File: config.mk
export PLATFORM = sky130hd
export DESIGN_NAME = dmux_n_hs_flat
export DESIGN_NICKNAME = d
export VERILOG_FILES = /design/src/rtl/dmux_n_hs_if.sv /design/src/rtl/dmux_n_hs.sv /design/src/flat_wrapper.sv
export SDC_FILE = /design/constraint.sdc
export NUM_CORES = 1
export LEC_CHECK = 0
export CAP_MARGIN = 20
export CORE_MARGIN = 2
export CORE_UTILIZATION = 34
export CTS_BUF_LIST = sky130_fd_sc_hd__clkbuf_4
export CTS_CLUSTER_SIZE = 25
export DETAILED_ROUTE_END_ITERATION = 10
export MAX_ROUTING_LAYER = met4
export SYNTH_ARGS = -nofsm -noshare
export SYNTH_HDL_FRONTEND = slang
export SYNTH_SLANG_ARGS = --single-unit
File: constraint.sdc
create_clock -name clk -period 2.79 [get_ports clk]
set_input_delay 0.279 -clock clk [delete_from_list [all_inputs] [get_ports clk]]
set_output_delay 0.279 -clock clk [all_outputs]
set_load 0.03 [all_outputs]
File: src/rtl/dmux_n_hs_if.sv
// dmux_n_hs_if: producer-side and consumer-side stream signals of the
// N-way demultiplexer, bundled so the block and its environment share one view.
interface dmux_n_hs_if #(
    parameter int W  = 8,
    parameter int N  = 4,
    parameter int SW = 2
);
    logic [W-1:0]  in_data;
    logic [SW-1:0] in_sel;
    logic          in_valid;
    logic          in_ready;
    logic [W-1:0]  out_data;
    logic [N-1:0]  out_valid;
    logic [N-1:0]  out_ready;

    // Environment side: drives the producer beat and the consumer readies.
    modport master (
        output in_data, in_sel, in_valid, out_ready,
        input  in_ready, out_data, out_valid
    );

    // Demultiplexer side.
    modport slave (
        input  in_data, in_sel, in_valid, out_ready,
        output in_ready, out_data, out_valid
    );
endinterface

File: src/rtl/dmux_n_hs.sv
// dmux_n_hs: N-output valid/ready demultiplexer with a single output register,
// select or round-robin routing, a sticky bad-select flag and saturating
// per-channel beat counters.
module dmux_n_hs #(
    parameter int W  = 8,
    parameter int N  = 4,
    parameter int SW = 2,
    parameter int CW = 8
) (
    input  logic          clk,
    input  logic          rst,
    dmux_n_hs_if.slave    bus,
    input  logic          mode,
    input  logic          cnt_clr,
    input  logic [SW-1:0] cnt_sel,
    output logic [CW-1:0] cnt_val,
    output logic          err
);
    // Channel count widened by one bit so N = 2^SW still compares correctly.
    localparam logic [SW:0]   NUM_CH  = N[SW:0];
    localparam int            LAST    = N - 1;
    localparam logic [SW-1:0] LAST_CH = LAST[SW-1:0];

    typedef enum logic {EMPTY, FULL} state_t;

    state_t        state;
    logic [W-1:0]  data_q;
    logic [N-1:0]  valid_q;
    logic [SW-1:0] rr_q;
    logic [CW-1:0] cnt_q [N];

    logic [SW-1:0] next_dest;
    logic [N-1:0]  next_valid;
    logic          in_ready;
    logic          drain;
    logic          accept;
    logic          sel_bad;

    // Handshake decode: the held beat leaves when its own consumer is ready,
    // which also frees the register for a new beat in the same cycle.
    always_comb begin
        drain      = |(valid_q & bus.out_ready);
        in_ready   = (state == EMPTY) || drain;
        accept     = bus.in_valid && in_ready;
        sel_bad    = !mode && ({1'b0, bus.in_sel} >= NUM_CH);
        next_dest  = mode ? rr_q : bus.in_sel;
        next_valid = '0;
        for (int i = 0; i < N; i++) begin
            next_valid[i] = (next_dest == SW'(i));
        end
    end

    assign bus.in_ready  = in_ready;
    assign bus.out_data  = data_q;
    assign bus.out_valid = valid_q;

    // Output register FSM; a bad-select beat is swallowed without touching the
    // register, and the round-robin pointer moves only on mode-1 accepts.
    always_ff @(posedge clk or posedge rst) begin
        if (rst) begin
            state   <= EMPTY;
            data_q  <= '0;
            valid_q <= '0;
            rr_q    <= '0;
            err     <= 1'b0;
        end else begin
            if (accept && !sel_bad) begin
                state   <= FULL;
                data_q  <= bus.in_data;
                valid_q <= next_valid;
            end else if (drain) begin
                state   <= EMPTY;
                valid_q <= '0;
            end
            if (accept && sel_bad) begin
                err <= 1'b1;
            end
            if (accept && mode) begin
                rr_q <= (rr_q == LAST_CH) ? '0 : rr_q + 1'b1;
            end
        end
    end

    // Beat counters: clear wins over a simultaneous drain, and each counter
    // sticks at its maximum instead of wrapping.
    always_ff @(posedge clk or posedge rst) begin
        if (rst) begin
            for (int i = 0; i < N; i++) begin
                cnt_q[i] <= '0;
            end
        end else begin
            for (int i = 0; i < N; i++) begin
                if (cnt_clr) begin
                    cnt_q[i] <= '0;
                end else if (valid_q[i] && bus.out_ready[i] && (cnt_q[i] != '1)) begin
                    cnt_q[i] <= cnt_q[i] + 1'b1;
                end
            end
        end
    end

    // Counter read mux; selects beyond the last channel read as zero.
    always_comb begin
        cnt_val = '0;
        for (int i = 0; i < N; i++) begin
            if (cnt_sel == SW'(i)) begin
                cnt_val = cnt_q[i];
            end
        end
    end
endmodule

File: src/flat_wrapper.sv
// flat-port wrapper written by rule: the top's interface ports become plain ports
module dmux_n_hs_flat 
#(
    parameter int W  = 8,
    parameter int N  = 4,
    parameter int SW = 2,
    parameter int CW = 8
)
  (clk, rst, mode, cnt_clr, cnt_sel, cnt_val, err, bus_in_data, bus_in_sel, bus_in_valid, bus_out_ready, bus_in_ready, bus_out_data, bus_out_valid);
  dmux_n_hs_if #(.W(W), .N(N), .SW(SW)) bus_i ();
  input  logic clk;
  input  logic rst;
  input  logic mode;
  input  logic cnt_clr;
  input  logic [SW-1:0] cnt_sel;
  output logic [CW-1:0] cnt_val;
  output logic err;
  input wire logic [$bits(bus_i.in_data)-1:0] bus_in_data;
  input wire logic [$bits(bus_i.in_sel)-1:0] bus_in_sel;
  input wire logic [$bits(bus_i.in_valid)-1:0] bus_in_valid;
  input wire logic [$bits(bus_i.out_ready)-1:0] bus_out_ready;
  output wire logic [$bits(bus_i.in_ready)-1:0] bus_in_ready;
  output wire logic [$bits(bus_i.out_data)-1:0] bus_out_data;
  output wire logic [$bits(bus_i.out_valid)-1:0] bus_out_valid;
  assign bus_i.in_data = bus_in_data;
  assign bus_i.in_sel = bus_in_sel;
  assign bus_i.in_valid = bus_in_valid;
  assign bus_i.out_ready = bus_out_ready;
  assign bus_in_ready = bus_i.in_ready;
  assign bus_out_data = bus_i.out_data;
  assign bus_out_valid = bus_i.out_valid;
  dmux_n_hs #(.W(W), .N(N), .SW(SW), .CW(CW)) u_core (.clk(clk), .rst(rst), .bus(bus_i), .mode(mode), .cnt_clr(cnt_clr), .cnt_sel(cnt_sel), .cnt_val(cnt_val), .err(err));
endmodule
==> metrics.csv, run 1 <==
stage,metric,value,unit
hold_path,Hold WC Path Type,primary input to asynchronous set/reset pin,
detailed_routing,Vias,2058,
yosys,synthesized instance count,242,
detailed_routing,post-detailed-routing wire length,5.91,mm
setup_path,Crit Path Class,primary input to primary output,
timing,Final Max Slew Viols,0,
timing,endpoints failing setup,0,
cts,Clock transition at path regs,0.14,ns
yosys,syn nets,268,
global_routing,global-route wire length before repair,10.0,mm
detailed_routing,iteration count of the initial detailed-routing pass,4,
setup_path,CP bufs+invs,2,
die,Initial Utilization,0.354,
job,max cap viols,0,
setup_path,worst path cell trace,clkdlybuf4s50_1 -> mux4_2 -> clkdlybuf4s50_1,
place,dpl cells,374,
yosys,Post-synth top flop,dfrtp_1,
yosys,ys async rst share,1.00,
yosys,synthesized area per cell,10.7,sq um
setup_path,"most used cell, CP",clkdlybuf4s50_1,
timing,clock skew,0.0152,ns
setup_path,CP Launch Type,primary input,
timing,Rel. slew slack,0.594,
detailed_routing,first-iteration detailed-routing DRC count,103,
timing,Min Hold Slack,0.375,ns
setup_path,CP endpoint kind,primary output,
die,FP Rows,31,
cts,TritonCTS Sinks,47,
global_routing,Tot GR Track Use,0.155,
detailed_routing,antenna-violating nets left,0,
cells_and_area,layout cell share with drive strength beyond 1,0.138,
power_and_ir_drop,Power per Cell Area,635,nW/um^2
power_and_ir_drop,VDD IR-drop max,0.000378,V
yosys,"flops & latches, synth",47,
die,Core Region,7290,sq um
timing,Post-Route Setup TNS,0,ns
timing,RSZ-0062 raised after global routing,no,
detailed_routing,Routed WL per cell,15.5,microns
global_routing,largest net degree at the start of global routing,48,
global_routing,initial antenna violation count,0,
timing,final hold violation count,0,
cts,post-cts sizing count,0,
detailed_routing,post-DR vias/cell,5.39,
cells_and_area,fin cells,382,
place,port bufs,41,
setup_path,"delay-heaviest family, CP",buffers and inverters,
yosys,Yosys warnings,0,
timing,period utilization,0.894,
die,die width,91.2,microns
die,DIE AREA,8310,sq um
cells_and_area,fillers,724,
cts,clk buf depth,2,
cts,Inserted Clock Buffers,5,
timing,fin crit period,2.49,ns
yosys,register area share after synthesis,0.455,
setup_path,"Data required, critical path",2.51,ns
cts,Post CTS Setup Buffer Count,0,
setup_path,Crit Path Max Fanout,8,
cells_and_area,antenna fix cells,0,
setup_path,CP max stage delay,0.75,ns
yosys,Synth cell types,43,
power_and_ir_drop,Leakage,1.30,nW
die,Ports,43,
cts,Hold Buf Count CTS,0,
place,routability cong.,0.890,
detailed_routing,DRC,0,
global_routing,Congestion Overflow GR,0,
global_routing,vias in the first global route,1964,
cts,root buf cell,clkbuf_4,
cells_and_area,final net count,308,
setup_path,Worst Path Arrival,2.22,ns
yosys,Post-synth EDFFs,0,
yosys,Synth Cell Area,2580,sq um
run_status,status,completed,
power_and_ir_drop,"Power, Total",2.00,mW
cts,Worst-Skew Late Latency,0.37,ns
cts,H-tree Lvls,2,
cells_and_area,Area growth syn-to-layout,22.1,%
cts,CTS tree,yes,
setup_path,slowest CP cell,clkdlybuf4s50_1,
die,Die Ht,91.2,microns
place,DPL Wire Length,4.30,mm
timing,Worst Tran Pin Value,0.609,ns
timing,f_max,0.401,GHz
[stage by stage]
step / cell area, sq um / util / setup WS [ns]
final: 3150 / 0.432 / 0.295
after global routing: 3150 / 0.432 / 0.0806
after CTS: 3150 / 0.432 / 0.272
after detailed placement: 3100 / 0.425 / 0.286
after global placement: 3100 / 0.425 / 0.301
after floorplan: 2580 / - / 1.00
[synth_stat cells (all sizes together), types with 2 or more instances]
cell type	count	area share
a21oi	6	0.012
mux4	8	0.070
a311oi	2	0.0068
clkbuf	7	0.010
and3	2	0.0048
or4	2	0.0058
a22o	2	0.0068
nand4	5	0.012
mux2i	9	0.035
nor2b	3	0.0073
and4	3	0.010
mux2	15	0.074
nor2	29	0.042
xor2	4	0.014
buf	5	0.012
o21ai	2	0.0039
ha	5	0.024
a31oi	10	0.024
nand3	14	0.027
xnor2	2	0.0068
nand2	15	0.022
inv	6	0.0087
o21bai	3	0.0087
nor3	12	0.023
a32o	2	0.0078
a211oi	8	0.023
a41o	2	0.0078
dfrtp	47	0.46
[final cells by class]
type | count | area, sq um | share of cell area
inverters | 6 | 22.5 | 0.00714
well taps | 99 | 124 | 0.0393
clock buffers | 5 | 37.5 | 0.0119
clock inverters | 3 | 18.8 | 0.00595
multi-input cells | 177 | 1330 | 0.423
repair buffers | 45 | 440 | 0.140
flip-flops and latches | 47 | 1180 | 0.373
[tightest hold or removal path: stages]
cell and delay [ns]:
clkdlybuf4s50_1 0.41, inv_2 0.05, buf_4 0.50
[kinds of logic (layout without fill, tap and decap cells)]
logic type                 after synthesis  in the layout  share of synthesized area
other                                    1              1                    0.00145
muxes                                   32             32                      0.179
buffers and inverters                   18             59                     0.0305
adders and majority gates                5              5                     0.0242
and+or+nand+nor                         92             92                      0.174
xor gates and xnor gates                 6              6                     0.0203
DFF                                     47             47                      0.455
AOI/OAI and AO/OA                       41             41                      0.115
[power breakdown]
group	leakage (nW)	internal, mW	switching (mW)
sequential	0.628	0.794	0.105
clock	0.0354	0.0990	0.231
combinational	0.638	0.382	0.393
[path summary, 6_finish.rpt]
kind,startpoint,end,slack (ns),cells past startpoint
worst min register to register,u_core.bus.out_data[6],u_core.bus.out_data[6],0.53,1
worst max-delay path,cnt_sel[0],cnt_val[2],0.30,3
worst min-delay path,rst,u_core.cnt_q[22],0.37,3
max in group asynchronous,rst,u_core.bus.out_data[0],2.00,3
worst max register to register,u_core.bus.out_valid[0],u_core.bus.out_data[0],0.81,4
min in group clk,bus_in_data[5],u_core.bus.out_data[5],0.51,2
[placed cells by master, fill, tap and decap left out, types with 3 or more instances in the layout]
cell,netlist,final
o21bai_1,3,3
mux2_2,9,9
buf_4,1,4
and4_1,3,3
clkbuf_4,0,5
nand3_1,14,14
ha_1,5,5
nor2b_1,3,3
dfrtp_1,47,47
mux2i_1,9,9
nor2_1,29,29
nand4_1,5,5
mux2_4,6,6
clkdlybuf4s50_1,0,41
mux4_2,8,8
xor2_1,4,4
nor3_1,12,12
a31oi_1,10,9
a211oi_1,8,8
inv_1,6,5
nand2_1,15,15
a21oi_1,6,6
[sequential cells by signal (all words and copies together), names as in the netlist]
| register | count |
|---|---|
| u_core.bus.out_data | 8 |
| u_core.bus.out_valid | 4 |
| u_core.cnt_q | 32 |
| u_core.rr_q | 2 |
| u_core.state | 1 |
[per-layer routing]
metal,track usage,share of wire
met2,0.242,0.46
met3,0.0282,0.047
met1,0.207,0.48
met4,0.0455,0.0095
met5,-,0
No activity file was read; power rests on OpenSTA's default activity.
==> inputs of run 2 (changes only) <==
Settings changed: CORE_MARGIN 2 to default.
==> run 2 against run 1 <==
Against the previous run: sequential power decreased by 0.4%; first-iteration DRC count grew 17%; non-clock buffer count up 1; register-to-register slack gained 0.08 ns; final cell count rose by 0.26%; clock-buffer cell count unchanged; die area fell by 4.3%; clock power rose by 2%; critical path depth stayed put; hold slack lost 0.012 ns; utilization is 0.15 points higher; critical path type unchanged; largest cell class unchanged; highest routed layer unchanged.
==> metrics.csv, run 2 (same netlist as run 1, synthesis figures left out) <==
stage,metric,value,unit,change
timing,Final Max Slew Viols,0,,unchanged
power_and_ir_drop,Sw Share,0.363,,-0.000540
setup_path,worst path cell trace,clkdlybuf4s50_1 -> mux4_2 -> clkdlybuf4s50_1,,
detailed_routing,DRC,0,,unchanged
place,routability cong.,0.891,,+0.12%
global_routing,global-route wire length before repair,9.58,mm,-4.4%
timing,period utilization,0.892,,-0.00223
setup_path,Register-to-Register Setup Slack,0.89,ns,+0.08 ns
timing,fin crit period,2.49,ns,-0.00622 ns
detailed_routing,met3 wire length,354,microns,+27%
timing,final worst setup slack,0.301,ns,+0.00622 ns
timing,Worst Tran Pin Value,0.599,ns,-0.0102 ns
cells_and_area,fin cells,383,,+0.26%
timing,RSZ-0062 raised after global routing,no,,
power_and_ir_drop,logic gate share of total power,0.390,,+0.003
die,die width,89.2,microns,-2.2%
power_and_ir_drop,Leakage,1.31,nW,+0.35%
cts,clk buf depth,2,,unchanged
cells_and_area,Largest Register,u_core.cnt_q,,
setup_path,Crit Path Max Fanout,8,,unchanged
place,port bufs,41,,unchanged
cells_and_area,post-layout util,0.434,,+0.00155
power_and_ir_drop,internal power,1.28,mW,+0.76%
detailed_routing,Post-Route M1 WL,2.57,mm,-9.8%
global_routing,initial antenna violation count,0,,unchanged
cts,Worst-Skew Late Latency,0.36,ns,about the same
timing,Min Hold Slack,0.363,ns,-0.0118 ns
timing,Post-Route Setup TNS,0,ns,unchanged
setup_path,reg2reg end,u_core.bus.out_data[2],,
cells_and_area,layout cell share with drive strength beyond 1,0.141,,+0.00304
die,Die Ht,89.2,microns,-2.2%
setup_path,"Data required, critical path",2.51,ns,about the same
timing,final hold violation count,0,,unchanged
setup_path,CP max stage delay,0.74,ns,about the same
cts,TritonCTS Sinks,47,,unchanged
cells_and_area,"commonest non-fill, non-tap cells in the layout","47 x dfrtp_1, 41 x clkdlybuf4s50_1, 29 x nor2_1, 15 x nand2_1, 14 x nand3_1",,
place,DPL Wire Length,4.19,mm,-2.4%
detailed_routing,Vias,2054,,-0.19%
setup_path,Crit Path Class,primary input to primary output,,
setup_path,CP bufs+invs,2,,unchanged
power_and_ir_drop,Power per Cell Area,637,nW/um^2,+0.31%
power_and_ir_drop,VDD IR-drop max,0.000535,V,+41%
setup_path,Critical Path Start,cnt_sel[0],,
power_and_ir_drop,Clock Power Share,0.166,,about the same
timing,f_max,0.402,GHz,+0.25%
power_and_ir_drop,sw power,0.732,mW,+0.52%
global_routing,Tot GR Track Use,0.162,,+0.00699
setup_path,"most used cell, CP",clkdlybuf4s50_1,,
detailed_routing,WL met2,2.63,mm,-3.5%
setup_path,Reg2Reg Depth,5,,+1
cells_and_area,antenna fix cells,0,,unchanged
cts,root buf cell,clkbuf_4,,
cells_and_area,final net count,309,,+0.32%
timing,endpoints failing setup,0,,unchanged
die,Core Region,7290,sq um,unchanged
place,DP Worst Slack,0.287,ns,+0.000444 ns
setup_path,"delay-heaviest family, CP",buffers and inverters,,
detailed_routing,post-detailed-routing wire length,5.67,mm,-4.1%
die,DIE AREA,7950,sq um,-4.3%
timing,clock skew,0.0162,ns,+0.000998 ns
detailed_routing,antenna-violating nets left,0,,unchanged
cells_and_area,max reg flops,32,,unchanged
cells_and_area,fillers,737,,+1.8%
detailed_routing,first-iteration detailed-routing DRC count,120,,+17%
cells_and_area,Finished Cell Area,3160,sq um,+0.36%
cts,CTS tree,yes,,
place,Placed Area,3100,sq um,+0.24%
setup_path,Worst path depth,3,,unchanged
setup_path,CP endpoint,cnt_val[0],,
cts,Clock transition at path regs,0.15,ns,about the same
global_routing,vias in the first global route,1904,,-3.1%
setup_path,CP Launch Type,primary input,,
job,max cap viols,0,,unchanged
detailed_routing,post-DR vias/cell,5.36,,-0.45%
setup_path,Worst Path Arrival,2.21,ns,about the same
detailed_routing,top sig layer,met4,,
setup_path,CP endpoint kind,primary output,,
cts,Post CTS Setup Buffer Count,0,,unchanged
cts,Hold Buf Count CTS,0,,unchanged
cts,Inserted Clock Buffers,5,,unchanged
global_routing,largest net degree at the start of global routing,48,,unchanged
detailed_routing,Routed WL per cell,14.8,microns,-4.3%
die,FP Rows,31,,unchanged
cts,H-tree Lvls,2,,unchanged
timing,Rel. slew slack,0.601,,+0.00683
die,Ports,43,,unchanged
cells_and_area,Area growth syn-to-layout,22.5,%,
cts,post-cts sizing count,0,,unchanged
hold_path,Hold WC Path Type,primary input to asynchronous set/reset pin,,
power_and_ir_drop,"Power, Total",2.02,mW,+0.67%
power_and_ir_drop,sequential power share,0.443,,-0.006
detailed_routing,iteration count of the initial detailed-routing pass,4,,unchanged
die,Initial Utilization,0.354,,unchanged
setup_path,RR Startpoint,u_core.bus.out_valid[0],,
cells_and_area,"commonest non-fill, non-tap cell in the layout",dfrtp_1,,
setup_path,slowest CP cell,clkdlybuf4s50_1,,
place,dpl cells,375,,+0.27%
run_status,status,completed,,
global_routing,Congestion Overflow GR,0,,unchanged
## run 2: worst register-to-register path: stages, from the launching register on
cell	delay (ns)
dfrtp_1	0.48
a222oi_1	0.41
buf_4	0.19
a31oi_2	0.19
buf_4	0.25
mux2_4	0.30
## run 2: routing by layer
metal / track usage / vias up
met5: - / -
met4: 0.0534 / 0
met3: 0.0342 / 10
met2: 0.240 / 60
met1: 0.221 / 1000
li1: - / 984
## run 2: power by group through the flow
| stage | Clock [mW] | Combinational (mW) | Sequential [mW] |
|---|---|---|---|
| finish | 0.335 | 0.787 | 0.894 |
| floorplan | 0 | 0.361 | 1.04 |
| global route | 0.371 | 0.837 | 0.913 |
| CTS | 0.350 | 0.799 | 0.896 |
| detailed placement | 0 | 0.796 | 0.906 |
| global placement | 0 | 0.783 | 0.910 |
## run 2: how the worst min path moves through the flow
stage | from | cells after the start | to | slack [ns]
after floorplan | bus_in_valid | 2 | u_core.state | 0.39
after detailed placement | u_core.bus.out_data[3] | 1 | u_core.bus.out_data[3] | 0.49
after global routing | rst | 3 | u_core.cnt_q[23] | 0.42
final | rst | 3 | u_core.cnt_q[23] | 0.36
after CTS | rst | 3 | u_core.bus.out_data[6] | 0.38
after global placement | u_core.bus.out_data[6] | 1 | u_core.bus.out_data[6] | 0.49
## run 2: area by class of cell
cell class | count | area, sq um | share of cell area
multi-input combinational | 177 | 1330 | 0.422
clock inverter | 3 | 22.5 | 0.00712
timing repair buffer | 46 | 448 | 0.142
clock buffer | 5 | 37.5 | 0.0119
tap | 99 | 124 | 0.0391
sequential | 47 | 1180 | 0.372
inverter | 6 | 22.5 | 0.00712
